`src/rtl/cache_pkg.sv`:
```
// Shared cache refill types and constants, also used by the cache tag logic.
package cache_pkg;

  localparam int WORDS_PER_BLOCK = 8;
  localparam logic [15:0] BLOCK_OFFSET_MASK = 16'(2 * WORDS_PER_BLOCK - 1);

  typedef enum logic [1:0] {IDLE, ISSUE, DRAIN, DONE} fill_state_t;
  typedef enum logic {OWN_I, OWN_D} owner_t;

  function automatic logic [15:0] blockBase(input logic [15:0] addr,
                                            input logic [15:0] offMask = BLOCK_OFFSET_MASK);
    return addr & ~offMask;
  endfunction

endpackage

```
`src/rtl/cache_fill_arbiter_if.sv`:
```
// Miss-request, main-memory read and cache-fill signals of the refill arbiter.
interface cache_fill_arbiter_if import cache_pkg::*;
  #(parameter int WORDS_PER_BLOCK = cache_pkg::WORDS_PER_BLOCK) ();

  localparam int IDX_W = $clog2(WORDS_PER_BLOCK);

  logic              icache_miss;
  logic [15:0]       icache_miss_addr;
  logic              dcache_miss;
  logic [15:0]       dcache_miss_addr;
  logic              mem_en;
  logic [15:0]       mem_addr;
  logic              mem_data_valid;
  logic              fill_we_i;
  logic              fill_we_d;
  logic [IDX_W-1:0]  fill_word_idx;
  logic              fill_tag_we_i;
  logic              fill_tag_we_d;
  logic              fill_done_i;
  logic              fill_done_d;
  logic              busy;

  modport master (
    input  icache_miss, icache_miss_addr, dcache_miss, dcache_miss_addr, mem_data_valid,
    output mem_en, mem_addr, fill_we_i, fill_we_d, fill_word_idx,
           fill_tag_we_i, fill_tag_we_d, fill_done_i, fill_done_d, busy
  );

  modport slave (
    output icache_miss, icache_miss_addr, dcache_miss, dcache_miss_addr, mem_data_valid,
    input  mem_en, mem_addr, fill_we_i, fill_we_d, fill_word_idx,
           fill_tag_we_i, fill_tag_we_d, fill_done_i, fill_done_d, busy
  );

endinterface

```
`src/rtl/fill_word_counter.sv`:
```
// Word counter for one refill: clears, counts up without wrapping, flags the last word.
module fill_word_counter #(
  parameter int WORDS_PER_BLOCK = cache_pkg::WORDS_PER_BLOCK
) (
  input  logic                               clk,
  input  logic                               rst_n,
  input  logic                               clear,
  input  logic                               inc,
  output logic [$clog2(WORDS_PER_BLOCK):0]   cnt,
  output logic                               last,
  output logic                               full
);

  localparam int IDX_W = $clog2(WORDS_PER_BLOCK);
  localparam logic [IDX_W:0] LAST_CNT = (IDX_W + 1)'(WORDS_PER_BLOCK - 1);
  localparam logic [IDX_W:0] FULL_CNT = (IDX_W + 1)'(WORDS_PER_BLOCK);

  always_ff @(posedge clk) begin
    if (!rst_n || clear) cnt <= '0;
    else if (inc && !full) cnt <= cnt + 1'b1;
  end

  assign last = (cnt == LAST_CNT);
  assign full = (cnt == FULL_CNT);

endmodule

```
`src/rtl/cache_fill_arbiter.sv`:
```
// Refill sequencer: grants I- or D-cache misses (D first), streams a block from
// main memory into the owner's data array, then writes its tag.
//
// state | meaning
// IDLE  | no fill; arbitrate pending misses
// ISSUE | one memory read per cycle, words may already return
// DRAIN | all reads issued, collecting remaining words
// DONE  | tag write + completion pulse for the owner
module cache_fill_arbiter import cache_pkg::*; #(
  parameter int WORDS_PER_BLOCK = cache_pkg::WORDS_PER_BLOCK
) (
  input  logic           clk,
  input  logic           rst_n,
  cache_fill_arbiter_if.master bus
);

  localparam int IDX_W = $clog2(WORDS_PER_BLOCK);
  localparam logic [15:0] OFF_MASK = 16'(2 * WORDS_PER_BLOCK - 1);

  fill_state_t       state, stateNext;
  owner_t            owner;
  logic [15:0]       base;
  logic [IDX_W:0]    issueCnt, recvCnt;
  logic              issueLast, recvLast, issueFull, recvFull;
  logic              grant, recvFire, inFill;

  assign grant    = (state == IDLE) && (bus.dcache_miss || bus.icache_miss);
  assign inFill   = (state == ISSUE) || (state == DRAIN);
  assign recvFire = inFill && bus.mem_data_valid && !recvFull;

  fill_word_counter #(.WORDS_PER_BLOCK(WORDS_PER_BLOCK)) uIssueCnt (
    .clk(clk), .rst_n(rst_n), .clear(state == IDLE), .inc(state == ISSUE),
    .cnt(issueCnt), .last(issueLast), .full(issueFull)
  );

  fill_word_counter #(.WORDS_PER_BLOCK(WORDS_PER_BLOCK)) uRecvCnt (
    .clk(clk), .rst_n(rst_n), .clear(state == IDLE), .inc(recvFire),
    .cnt(recvCnt), .last(recvLast), .full(recvFull)
  );

  always_ff @(posedge clk) begin
    if (!rst_n) state <= IDLE;
    else        state <= stateNext;
  end

  // D-cache has fixed priority; the stalled pipeline cannot raise a new D miss during an I fill.
  always_ff @(posedge clk) begin
    if (!rst_n) begin
      owner <= OWN_I;
      base  <= '0;
    end else if (grant) begin
      owner <= bus.dcache_miss ? OWN_D : OWN_I;
      base  <= bus.dcache_miss ? blockBase(bus.dcache_miss_addr, OFF_MASK)
                               : blockBase(bus.icache_miss_addr, OFF_MASK);
    end
  end

  always_comb begin
    stateNext = state;
    case (state)
      IDLE:  if (grant) stateNext = ISSUE;
      ISSUE: begin
        if (recvFire && recvLast) stateNext = DONE;
        else if (issueLast)       stateNext = DRAIN;
      end
      DRAIN: if (recvFire && recvLast) stateNext = DONE;
      DONE:  stateNext = IDLE;
      default: stateNext = IDLE;
    endcase
  end

  always_comb begin
    bus.mem_en        = 1'b0;
    bus.mem_addr      = '0;
    bus.fill_we_i     = 1'b0;
    bus.fill_we_d     = 1'b0;
    bus.fill_word_idx = '0;
    bus.fill_tag_we_i = 1'b0;
    bus.fill_tag_we_d = 1'b0;
    bus.fill_done_i   = 1'b0;
    bus.fill_done_d   = 1'b0;
    bus.busy          = (state != IDLE);
    if (state == ISSUE && !issueFull) begin
      bus.mem_en   = 1'b1;
      bus.mem_addr = base + 16'({issueCnt, 1'b0});
    end
    if (recvFire) begin
      bus.fill_we_i     = (owner == OWN_I);
      bus.fill_we_d     = (owner == OWN_D);
      bus.fill_word_idx = recvCnt[IDX_W-1:0];
    end
    if (state == DONE) begin
      bus.fill_tag_we_i = (owner == OWN_I);
      bus.fill_tag_we_d = (owner == OWN_D);
      bus.fill_done_i   = (owner == OWN_I);
      bus.fill_done_d   = (owner == OWN_D);
    end
  end

endmodule

```
`src/flat_wrapper.sv`:
```
// flat-port wrapper written by rule: the top's interface ports become plain ports
module cache_fill_arbiter_flat import cache_pkg::*;
#(
  parameter int WORDS_PER_BLOCK = cache_pkg::WORDS_PER_BLOCK
)
  (clk, rst_n, bus_icache_miss, bus_icache_miss_addr, bus_dcache_miss, bus_dcache_miss_addr, bus_mem_data_valid, bus_mem_en, bus_mem_addr, bus_fill_we_i, bus_fill_we_d, bus_fill_word_idx, bus_fill_tag_we_i, bus_fill_tag_we_d, bus_fill_done_i, bus_fill_done_d, bus_busy);
  cache_fill_arbiter_if #(.WORDS_PER_BLOCK(WORDS_PER_BLOCK)) bus_i ();
  input  logic clk;
  input  logic rst_n;
  input wire logic [$bits(bus_i.icache_miss)-1:0] bus_icache_miss;
  input wire logic [$bits(bus_i.icache_miss_addr)-1:0] bus_icache_miss_addr;
  input wire logic [$bits(bus_i.dcache_miss)-1:0] bus_dcache_miss;
  input wire logic [$bits(bus_i.dcache_miss_addr)-1:0] bus_dcache_miss_addr;
  input wire logic [$bits(bus_i.mem_data_valid)-1:0] bus_mem_data_valid;
  output wire logic [$bits(bus_i.mem_en)-1:0] bus_mem_en;
  output wire logic [$bits(bus_i.mem_addr)-1:0] bus_mem_addr;
  output wire logic [$bits(bus_i.fill_we_i)-1:0] bus_fill_we_i;
  output wire logic [$bits(bus_i.fill_we_d)-1:0] bus_fill_we_d;
  output wire logic [$bits(bus_i.fill_word_idx)-1:0] bus_fill_word_idx;
  output wire logic [$bits(bus_i.fill_tag_we_i)-1:0] bus_fill_tag_we_i;
  output wire logic [$bits(bus_i.fill_tag_we_d)-1:0] bus_fill_tag_we_d;
  output wire logic [$bits(bus_i.fill_done_i)-1:0] bus_fill_done_i;
  output wire logic [$bits(bus_i.fill_done_d)-1:0] bus_fill_done_d;
  output wire logic [$bits(bus_i.busy)-1:0] bus_busy;
  assign bus_i.icache_miss = bus_icache_miss;
  assign bus_i.icache_miss_addr = bus_icache_miss_addr;
  assign bus_i.dcache_miss = bus_dcache_miss;
  assign bus_i.dcache_miss_addr = bus_dcache_miss_addr;
  assign bus_i.mem_data_valid = bus_mem_data_valid;
  assign bus_mem_en = bus_i.mem_en;
  assign bus_mem_addr = bus_i.mem_addr;
  assign bus_fill_we_i = bus_i.fill_we_i;
  assign bus_fill_we_d = bus_i.fill_we_d;
  assign bus_fill_word_idx = bus_i.fill_word_idx;
  assign bus_fill_tag_we_i = bus_i.fill_tag_we_i;
  assign bus_fill_tag_we_d = bus_i.fill_tag_we_d;
  assign bus_fill_done_i = bus_i.fill_done_i;
  assign bus_fill_done_d = bus_i.fill_done_d;
  assign bus_busy = bus_i.busy;
  cache_fill_arbiter #(.WORDS_PER_BLOCK(WORDS_PER_BLOCK)) u_core (.clk(clk), .rst_n(rst_n), .bus(bus_i));
endmodule
```
`config.mk`:
```
export PLATFORM = sky130hd
export DESIGN_NAME = cache_fill_arbiter_flat
export DESIGN_NICKNAME = d
export VERILOG_FILES = /design/src/rtl/cache_pkg.sv /design/src/rtl/cache_fill_arbiter_if.sv /design/src/rtl/fill_word_counter.sv /design/src/rtl/cache_fill_arbiter.sv /design/src/flat_wrapper.sv
export SDC_FILE = /design/constraint.sdc
export NUM_CORES = 1
export LEC_CHECK = 0
export ABC_CLOCK_PERIOD_IN_PS = 2500
export CAP_MARGIN = 20
export CORE_MARGIN = 2
export CORE_UTILIZATION = 45
export CTS_BUF_LIST = sky130_fd_sc_hd__clkbuf_8
export DETAILED_ROUTE_END_ITERATION = 10
export GPL_TIMING_DRIVEN = 0
export PLACE_DENSITY_LB_ADDON = 0.05
export SLEW_MARGIN = 20
export SYNTH_ARGS = -nofsm -noshare
export SYNTH_HDL_FRONTEND = slang
export SYNTH_SLANG_ARGS = --single-unit
```
`constraint.sdc`:
```
create_clock -name clk -period 2.5 [get_ports clk]
set_input_delay 0.625 -clock clk [delete_from_list [all_inputs] [get_ports clk]]
set_output_delay 0.625 -clock clk [all_outputs]
set_load 0.03 [all_outputs]
```
==> summary.txt, run 1 <==
Pwr
  • Leak: 1.055 nW
  • VDD IR-drop max: 0.3304 mV
  • Pwr Density: 723.5 mW/mm2

Synthesis
  • Number of synthesized flops with an enable pin: 0
  • Yosys warnings: 0
  • Synth Instances: 190
  • Top cells by area, synth: dfxtp_1 29%, mux2i_1 8.8%, ha_1 7.9%
  • Asr flop ratio synth: 0%
  • Main synth FF type: dfxtp_1
  • Seq cells post-synth: 23
  • Synth Net Count: 237
  • Syn_area_per_cell: 8.370 um2
  • Synth unique cells: 34
  • Synthesized area: 0.001590 mm2
  • Share of the synthesized area in the top cell type: 28.95%
  • Largest area contributor in the netlist: dfxtp_1
  • Sequential-to-total area share from yosys stat: 28.95%

Drt
  • Routed len/inst: 12.44 um
  • Vias after detailed routing: 1482
  • Initial DRC Count: 39
  • Drc violations: 0
  • Routed Antenna Nets: 0
  • Drt pass-1 iters: 4
  • Routed WL: 3.683 mm
  • DR vias/cell: 5.007

Placement
  • Cell total after placement: 288
  • Routability cong.: 0.7980
  • Placement Cell Area: 0.002168 mm2
  • Hpwl dp: 2.839 mm
  • Port buffer count: 52

Worst setup path
  • Critical path, cell by cell: clkdlybuf4s50_1, nand2_2, a31oi_4, buf_6, and2_1, buf_4
  • Critical Path RT: 1880 ps
  • Critical Path Slowest Stage Cell: clkdlybuf4s50_1
  • Highest fanout seen on the critical path: 4
  • Crit Path Class: in2out
  • Crit-path max cell delay: 470 ps
  • Arr. time, crit path: 1830 ps
  • CP endpoint kind: output pin
  • Startpoint types: primary input

Global routing
  • First-pass GRT wire length: 6.361 mm
  • Largest net degree at the start of global routing: 13
  • Vias in the first global route: 1468
  • GRT Total Usage: 19.55%
  • Global route overflow: 0
  • Initial antenna violation count: 0

Floorplanning
  • Die Y: 63.45 um
  • IO Count: 64
  • Die W: 63.45 um
  • Die area: 0.004025 mm2
  • Core area: 0.003363 mm2
  • Starting Density: 47.28%
  • Rows: 21

Outcome
  • Status: completed

CTS
  • Clock Tree Buf Depth: 2
  • Inserted Clock Buffers: 3
  • Clk sinks: 23
  • Clock root buffer: clkbuf_8
  • CTS tree: yes
  • H-tree Lvls: 1
  • Skew-Pair Late Insertion Delay: 270 ps
  • CTS hold repair buffers: 0
  • CTS clock-pin slew for the worst setup and hold paths: 80 ps

STA
  • Setup violators final: 0
  • Final min period: 2452 ps
  • Setup TNS: 0 ps
  • Final hold violation count: 0
  • Tcrit/Tclk final: 98.08%
  • Max Freq: 407.8 MHz
  • Slew Limit Fails: 0
  • Hold_ws: 476.4 ps
  • Clock Skew: 6.654 ps

Layout
  • # diodes: 0
  • Area Overhead vs Synth: 43.51%
  • Final net count: 298
  • Final instance area: 0.002282 mm2
  • Ratio of cells with drive above 1 in the final layout: 22.80%
  • Layout Utilization: 67.86%
  • Fillers: 328
  • Fin cells: 296

Flow run
  • Max_cap viols: 0

Min path
  • HP Class: reg2reg
-- state kept, by name, summed over array words and instances (netlist names) --
name and count:
u_core.base 12, u_core.uIssueCnt.cnt 4, u_core.uRecvCnt.cnt 4, u_core.state 2, u_core.owner 1
-- area by class of cell --
class,count,area (um2),area share (%)
Buffer,10,60.06,2.632
Clock buffer,3,41.29,1.809
Clock inverter,1,3.754,0.1645
Inverter,12,45.04,1.974
Multi-Input combinational cell,144,1084,47.48
Sequential cell,23,473.0,20.72
Tap cell,46,57.56,2.522
Timing Repair Buffer,57,518.0,22.70
-- path summary, 6_finish.rpt --
path | slack [ps] | cells past startpoint | end | from
setup / recovery | 50 | 6 | bus_fill_word_idx[0] | bus_mem_data_valid
hold / removal | 480 | 2 | u_core.uIssueCnt.cnt[1]$_SDFFE_PP0P_ | u_core.uIssueCnt.cnt[1]$_SDFFE_PP0P_
setup reg to reg | 720 | 7 | u_core.state[0]$_SDFFE_PN0P_ | u_core.state[0]$_SDFFE_PN0P_
hold reg to reg | 480 | 2 | u_core.uIssueCnt.cnt[1]$_SDFFE_PP0P_ | u_core.uIssueCnt.cnt[1]$_SDFFE_PP0P_
-- critical path: cells and delay by family --
kind / cells / cell delay (ps)
and+or+nand+nor: 2 / 210
AOI/OAI and AO/OA: 1 / 240
buffers and inverters: 3 / 760
-- logic make-up (layout without fill, tap and decap cells) --
group	Yosys count	in the layout	share of synthesized area (%)
compound gates	27	27	13.85
xor+xnor	13	13	7.160
fa+ha+maj	10	10	7.868
buf+inv	23	83	6.688
flops	23	23	28.95
mux	14	14	8.812
other cells	1	1	0.2358
simple gates	79	79	26.44
-- stage by stage --
stage	power, mW	setup slack, ps
after floorplan	1.113	198.7
after global placement	1.382	-607.3
after detailed placement	1.392	-658.2
after CTS	1.642	-21.96
after global routing	1.775	-3.781
final	1.651	47.99
-- synthesized netlist by cell type, types with 4 or more instances --
library cell,count
nand2_1,25
dfxtp_1,23
nor2_1,18
mux2i_1,14
o211a_1,12
ha_1,10
xnor2_1,10
inv_1,8
nand3_1,8
a21oi_1,6
and2_1,6
buf_2,4
buf_4,4
inv_2,4
-- repair_timing --
| action | CTS | global route |
|---|---|---|
| pin swaps | 1 | 4 |
| resized for setup | 71 | 31 |
| endpoints found under the setup margin | 22 | 18 |
| hold endpoints to repair | 0 | 0 |
| setup buffers | 3 | 2 |
-- where the power goes --
| group | internal [mW] | switching, mW | leakage, nW |
|---|---|---|---|
| registers | 0.464 | 0.133 | 0.192 |
| clock network | 0.110 | 0.122 | 0.0269 |
| logic | 0.353 | 0.470 | 0.836 |
| total | 0.927 | 0.724 | 1.06 |
-- metal layers --
metal  vias up  GRT usage, %  wire, um
li1        768             -         -
met1       682         21.77      1607
met2        27         35.66      1855
met3         5         4.107       166
met4         0         8.152        55
met5         -             0         0
-- cells in the final DEF, fill, tap and decap left out, drive strengths merged, types with 5 or more instances in the layout --
master,instances
clkdlybuf4s15,5
mux2i,14
o211a,12
dfxtp,23
and2,6
inv,13
ha,10
nand2,25
nand3,8
xnor2,10
nor2,21
clkbuf,5
a21oi,6
clkdlybuf4s50,31
buf,24
Power figures use the tool's default switching activity.
==> inputs of run 2 (changes only) <==
Settings changed: CORE_MARGIN 2 to not set, REMOVE_ABC_BUFFERS set to 1.
==> run 2 against run 1 <==
Worst setup slack better by 15 ps. Die area down 6.2%. Global-route usage shrank 0.21 points. Maximum frequency increased by 0.61%. Register-to-register slack better by 60 ps. Sequential power is 2% lower. Total power decreased by 3.0%. Hold slack better by 18 ps. Critical endpoint is now bus_fill_we_i.
==> summary.txt, run 2 (synthesis gave the netlist of run 1 again) <==
CTS
  • Clock root buffer: clkbuf_8 (unchanged)
  • Clock Tree Buf Depth: 2 (unchanged)
  • CTS clock-pin slew for the worst setup and hold paths: 80 ps (about the same)
  • CTS hold repair buffers: 0 (unchanged)
  • CTS tree: yes (unchanged)
  • Skew-Pair Late Insertion Delay: 270 ps (about the same)
  • Clk sinks: 23 (unchanged)
  • Inserted Clock Buffers: 3 (unchanged)
  • H-tree Lvls: 1 (unchanged)

STA
  • Final min period: 2437 ps (was 2452 ps)
  • Slew margin rel.: 45.85%
  • Tightest Pin Transition: 811.0 ps
  • Max Freq: 410.3 MHz (was 407.8 MHz)
  • RSZ-0062 raised after global routing: yes
  • Final WS setup: 62.86 ps (was 47.99 ps)
  • Slew Limit Fails: 0 (unchanged)
  • Setup TNS: 0 ps (unchanged)
  • Clock Skew: 6.423 ps (was 6.654 ps)
  • Setup violators final: 0 (unchanged)
  • Tcrit/Tclk final: 97.49% (was 98.08%)
  • Final hold violation count: 0 (unchanged)

Floorplanning
  • Die W: 61.45 um (was 63.45 um)
  • Rows: 21 (unchanged)
  • Die area: 0.003775 mm2 (was 0.004025 mm2)
  • Starting Density: 47.28% (unchanged)
  • Die Y: 61.45 um (was 63.45 um)
  • Core area: 0.003363 mm2 (unchanged)
  • IO Count: 64 (unchanged)

Pwr
  • Pwr Density: 729.2 mW/mm2 (was 723.5 mW/mm2)
  • Int Power: 0.8966 mW (was 0.9269 mW)
  • VDD IR-drop max: 0.3082 mV (was 0.3304 mV)
  • Net Sw Frac: 44.04% (was 43.87%)
  • Clk pwr share: 14.4% (was 14.0%)
  • Switching pwr: 0.7056 mW (was 0.7243 mW)
  • Leak: 1.025 nW (was 1.055 nW)
  • Logic pwr share: 49.2% (was 49.8%)
  • Reg power frac: 36.4% (was 36.1%)

Drt
  • Routed len/inst: 12.36 um (was 12.44 um)
  • Routed WL: 3.535 mm (was 3.683 mm)
  • Drc violations: 0 (unchanged)
  • Routed Antenna Nets: 0 (unchanged)
  • Drt pass-1 iters: 4 (unchanged)
  • DR vias/cell: 5.168 (was 5.007)
  • Initial DRC Count: 51 (was 39)
  • Vias after detailed routing: 1478 (was 1482)

Worst setup path
  • CP bufs+invs: 2 (was 3)
  • Arr. time, crit path: 1810 ps (was 1830 ps)
  • Startpoint types: primary input (unchanged)
  • Critical path, cell by cell: clkdlybuf4s50_1, nand2_2, a31oi_4, nor2b_1, clkbuf_4 (was clkdlybuf4s50_1, nand2_2, a31oi_4, buf_6, and2_1, buf_4)
  • Crit-path max cell delay: 480 ps (was 470 ps)
  • Crit Path Class: in2out (unchanged)
  • Critical Path Slowest Stage Cell: clkdlybuf4s50_1 (unchanged)
  • Highest fanout seen on the critical path: 8 (was 4)
  • Worst path top cell family by delay: buffers and inverters (unchanged)
  • Critical Path RT: 1880 ps (about the same)
  • Setup crit start: bus_mem_data_valid (unchanged)
  • Worst R2R Start: u_core.state[0]$_SDFFE_PN0P_ (unchanged)
  • CP endpoint kind: output pin (unchanged)

Global routing
  • Global route overflow: 0 (unchanged)
  • Vias in the first global route: 1376 (was 1468)
  • Initial antenna violation count: 0 (unchanged)
  • First-pass GRT wire length: 5.492 mm (was 6.361 mm)
  • GRT Total Usage: 19.34% (was 19.55%)
  • Largest net degree at the start of global routing: 25 (was 13)

Placement
  • Routability cong.: 0.8614 (was 0.7980)
  • Dpl ws: -579.8 ps (was -658.2 ps)
  • Hpwl dp: 2.681 mm (was 2.839 mm)
  • Port buffer count: 54 (was 52)

Layout
  • Max reg flops: 12 (unchanged)
  • Ratio of cells with drive above 1 in the final layout: 15.83% (was 22.80%)
  • Area Overhead vs Synth: 38.16% (was 43.51%)
  • Largest registers: u_core.base (12), u_core.uIssueCnt.cnt (4), u_core.uRecvCnt.cnt (4) (unchanged)
  • Largest Register: u_core.base (unchanged)
  • Final net count: 288 (was 298)
  • Most common cell after layout, fill and taps aside: clkdlybuf4s50_1 (unchanged)
  • Commonest non-fill, non-tap cells in the layout: 31 x clkdlybuf4s50_1, 23 x nand2_1, 20 x dfxtp_1 (was 31 x clkdlybuf4s50_1, 23 x nand2_1, 18 x nor2_1)
  • # diodes: 0 (unchanged)

Min path
  • HP Start: u_core.state[1]$_SDFFE_PN0P_ (was u_core.uIssueCnt.cnt[1]$_SDFFE_PP0P_)
  • HP Class: reg2reg (unchanged)

Outcome
  • Status: completed (unchanged)

Flow run
  • Max_cap viols: 0 (unchanged)
-- run 2: cell count changes in the layout (fill, tap and decap cells not counted), moves of 3 or more --
cell,delta
dfxtp_1,+3
buf_4,-8
dlygate4sd2_1,+6
buf_2,-6
clkdlybuf4s15_2,-4
-- run 2: final cells by class --
| cell class | instances | area [um2] |
|---|---|---|
| Fill cell | 307 | 1166 |
| Clock inverter | 1 | 5.005 |
| Clock buffer | 3 | 41.29 |
| Tap cell | 46 | 57.56 |
| Timing Repair Buffer | 57 | 516.7 |
| Sequential cell | 23 | 464.2 |
| Multi-Input combinational cell | 144 | 1067 |
| Inverter | 12 | 45.04 |
-- run 2: routing by layer --
layer	up-vias	routed length, um	track usage (%)
met3	7	133	2.731
met1	691	1461	19.97
li1	747	-	-
met2	33	1892	38.98
met5	-	0	0
met4	0	48	6.984
-- run 2: what timing repair did --
action / 4_1_cts / 5_1_grt
setup buffers: 2 / 1
resized for setup: 60 / 14
pin swaps: 1 / 0
endpoints found under the setup margin: 33 / 30
-- run 2: worst paths after layout --
kind	endpoint	slack [ps]	cells past startpoint
worst max-delay path	bus_fill_we_i	60	5
worst min-delay path	u_core.state[1]$_SDFFE_PN0P_	490	2
worst max register to register	u_core.state[0]$_SDFFE_PN0P_	780	6
worst min register to register	u_core.state[1]$_SDFFE_PN0P_	490	2
-- run 2: worst register-to-register path: cells and delay by family, from the launching register on --
family,cells,cell delay (ps)
compound gates,1,110
simple gates,3,690
buf+inv,1,90
fa+ha+maj,1,330
flops,1,380
-- run 2: stage by stage --
stage          hold slack [ps]  util, %  total power, mW  instance area [um2]  instances
2_1_floorplan            466.4        -            1.084                 1529        179
3_3_place_gp             481.8    63.24            1.330                 2127        279
3_5_place_dp             487.9    63.24            1.366                 2127        279
4_1_cts                  499.0    64.66            1.596                 2175        285
5_1_grt                  530.5    65.33            1.716                 2197        286
6_report                 494.2    65.33            1.602                 2197        286
-- run 2: power groups by stage --
| stage | registers, mW | clock network (mW) | logic (mW) |
|---|---|---|---|
| final | 0.583 | 0.231 | 0.789 |
| after global routing | 0.597 | 0.249 | 0.870 |
| after CTS | 0.578 | 0.238 | 0.780 |
| after detailed placement | 0.584 | 0 | 0.782 |
| after global placement | 0.579 | 0 | 0.751 |
| after floorplan | 0.558 | 0 | 0.526 |
==> inputs of run 3 (changes only) <==
Settings changed: ABC_CLOCK_PERIOD_IN_PS 2500 to 2400.
Clock period 2.5 ns to 2.4 ns, I/O delays scaled along.
==> run 3 against run 2 <==
Wire length increased by 4.4%. Hold slack improved by 6.0 ps. Combinational power up 9.0%. Cell count grew 0.35%. First-iteration DRC count decreased by 2.0%.
==> summary.txt, run 3 (synthesis gave the netlist of run 1 again) <==
STA
  • Tightest Pin Transition: 810.5 ps (was 811.0 ps)
  • Slew margin rel.: 45.97% (was 45.85%)
  • Final WS setup: 67.04 ps (was 62.86 ps)
  • RSZ-0062 raised after global routing: no (was yes)
  • Clock Skew: 8.285 ps (was 6.423 ps)
  • Tcrit/Tclk final: 97.21%
  • Final min period: 2333 ps
  • Hold_ws: 500.3 ps (was 494.2 ps)
  • Setup violators final: 0 (unchanged)
  • Max Freq: 428.6 MHz
  • Setup TNS: 0 ps (unchanged)
  • Final hold violation count: 0 (unchanged)
  • Slew Limit Fails: 0 (unchanged)

Worst setup path
  • Critical R2R Capture: u_core.state[0]$_SDFFE_PN0P_ (unchanged)
  • CP endpoint kind: output pin (unchanged)
  • Critical Path Slowest Stage Cell: clkdlybuf4s50_1 (unchanged)
  • R2r setup slk: 750 ps (was 780 ps)
  • Crit-path max cell delay: 480 ps (about the same)
  • Worst R2R Start: u_core.state[0]$_SDFFE_PN0P_ (unchanged)
  • Highest fanout seen on the critical path: 6 (was 8)
  • Setup crit start: bus_mem_data_valid (unchanged)
  • Worst setup endpoint: bus_fill_word_idx[1] (was bus_fill_we_i)
  • Arr. time, crit path: 1730 ps (was 1810 ps)
  • Critical Path RT: 1800 ps (was 1880 ps)
  • Worst path depth: 5 (unchanged)
  • CP bufs+invs: 2 (unchanged)
  • Crit Path Class: in2out (unchanged)
  • Critical path, cell by cell: clkdlybuf4s50_1, nand2_2, a31oi_4, and2_1, buf_2 (was clkdlybuf4s50_1, nand2_2, a31oi_4, nor2b_1, clkbuf_4)
  • Worst path top cell family by delay: buffers and inverters (unchanged)
  • Startpoint types: primary input (unchanged)
  • R2R cell count: 6 (unchanged)

Global routing
  • Vias in the first global route: 1399 (was 1376)
  • Initial antenna violation count: 0 (unchanged)
  • GRT Total Usage: 19.55% (was 19.34%)
  • First-pass GRT wire length: 5.554 mm (was 5.492 mm)
  • Largest net degree at the start of global routing: 25 (unchanged)
  • Global route overflow: 0 (unchanged)

CTS
  • H-tree Lvls: 1 (unchanged)
  • Clock Tree Buf Depth: 2 (unchanged)
  • CTS hold repair buffers: 0 (unchanged)
  • CTS tree: yes (unchanged)
  • Clock root buffer: clkbuf_8 (unchanged)
  • Clk sinks: 23 (unchanged)
  • Inserted Clock Buffers: 3 (unchanged)
  • Skew-Pair Late Insertion Delay: 270 ps (about the same)
  • CTS clock-pin slew for the worst setup and hold paths: 80 ps (about the same)

Layout
  • Max reg flops: 12 (unchanged)
  • Commonest non-fill, non-tap cells in the layout: 31 x clkdlybuf4s50_1, 23 x nand2_1, 19 x dfxtp_1 (was 31 x clkdlybuf4s50_1, 23 x nand2_1, 20 x dfxtp_1)
  • Fin cells: 287 (was 286)
  • Fillers: 298 (was 307)
  • Largest registers: u_core.base (12), u_core.uIssueCnt.cnt (4), u_core.uRecvCnt.cnt (4) (unchanged)
  • Final instance area: 0.002242 mm2 (was 0.002197 mm2)
  • Largest Register: u_core.base (unchanged)
  • Layout Utilization: 66.67% (was 65.33%)
  • Most common cell after layout, fill and taps aside: clkdlybuf4s50_1 (unchanged)
  • Ratio of cells with drive above 1 in the final layout: 20.75% (was 15.83%)
  • Final net count: 289 (was 288)
  • Area Overhead vs Synth: 40.99% (was 38.16%)
  • # diodes: 0 (unchanged)

Drt
  • Drc violations: 0 (unchanged)
  • DR vias/cell: 5.213 (was 5.168)
  • Routed Antenna Nets: 0 (unchanged)
  • Routed len/inst: 12.86 um (was 12.36 um)
  • Routed WL: 3.692 mm (was 3.535 mm)
  • Initial DRC Count: 50 (was 51)
  • Vias after detailed routing: 1496 (was 1478)
  • Drt pass-1 iters: 4 (unchanged)

Placement
  • Cell total after placement: 279 (unchanged)
  • Dpl ws: -629.8 ps (was -579.8 ps)
  • Hpwl dp: 2.681 mm (unchanged)
  • Port buffer count: 54 (unchanged)
  • Placement Cell Area: 0.002127 mm2 (unchanged)
  • Routability cong.: 0.8614 (unchanged)

Min path
  • HP Class: reg2reg (unchanged)
  • Hold Crit Depth: 2 (unchanged)

Floorplanning
  • Core area: 0.003363 mm2 (unchanged)
  • IO Count: 64 (unchanged)
  • Rows: 21 (unchanged)
  • Die Y: 61.45 um (unchanged)
  • Die area: 0.003775 mm2 (unchanged)
  • Starting Density: 47.28% (unchanged)
  • Die W: 61.45 um (unchanged)

Pwr
  • Power Total: 1.719 mW (was 1.602 mW)
  • VDD IR-drop max: 0.3321 mV (was 0.3082 mV)
  • Pwr Density: 766.8 mW/mm2 (was 729.2 mW/mm2)
  • Leak: 1.006 nW (was 1.025 nW)

Flow run
  • Max_cap viols: 0 (unchanged)

Outcome
  • Status: completed (unchanged)
[run 3: worst min-delay path by stage]
| stage | start | end |
|---|---|---|
| after global placement | u_core.uIssueCnt.cnt[1]$_SDFFE_PP0P_ | u_core.uIssueCnt.cnt[1]$_SDFFE_PP0P_ |
| after CTS | u_core.state[1]$_SDFFE_PN0P_ | u_core.state[1]$_SDFFE_PN0P_ |
| final | u_core.uIssueCnt.cnt[1]$_SDFFE_PP0P_ | u_core.uIssueCnt.cnt[1]$_SDFFE_PP0P_ |
| after detailed placement | u_core.uIssueCnt.cnt[1]$_SDFFE_PP0P_ | u_core.uIssueCnt.cnt[1]$_SDFFE_PP0P_ |
| after floorplan | u_core.uIssueCnt.cnt[1]$_SDFFE_PP0P_ | u_core.uIssueCnt.cnt[1]$_SDFFE_PP0P_ |
| after global routing | u_core.uIssueCnt.cnt[1]$_SDFFE_PP0P_ | u_core.uIssueCnt.cnt[1]$_SDFFE_PP0P_ |
[run 3: layout make-up]
class	count	area [um2]	area share (%)
clock buffers	3	41.29	1.842
well taps	46	57.56	2.567
clock inverters	1	5.005	0.2232
inverters	12	45.04	2.009
multi-input cells	144	1109	49.44
flip-flops and latches	23	470.5	20.98
repair buffers	58	514.2	22.94
[run 3: per-layer routing]
metal	wire [um]	part of all wire [%]	global-route usage (%)
met1	1527	41	20.23
met5	0	0	0
met3	141	3.8	2.731
met2	1981	54	39.44
met4	40	1.1	6.984
[run 3: report_power, final]
part	leakage [nW]	switching, mW	internal, mW
Sequential	0.191	0.134	0.482
Combinational	0.789	0.500	0.360
Clock	0.0255	0.127	0.116
[run 3: timing repair]
item                                    CTS  global route
buffers inserted                          3             1
pin swaps                                 1             0
endpoints found under the setup margin   34            18
resized for setup                        77            22
[run 3: worst register-to-register path, stage by stage, from the launching register on]
cell	delay, ps
dfxtp_4	380
inv_1	100
ha_4	280
nand2_2	90
or4_1	480
o2111ai_1	110
nand3_1	90
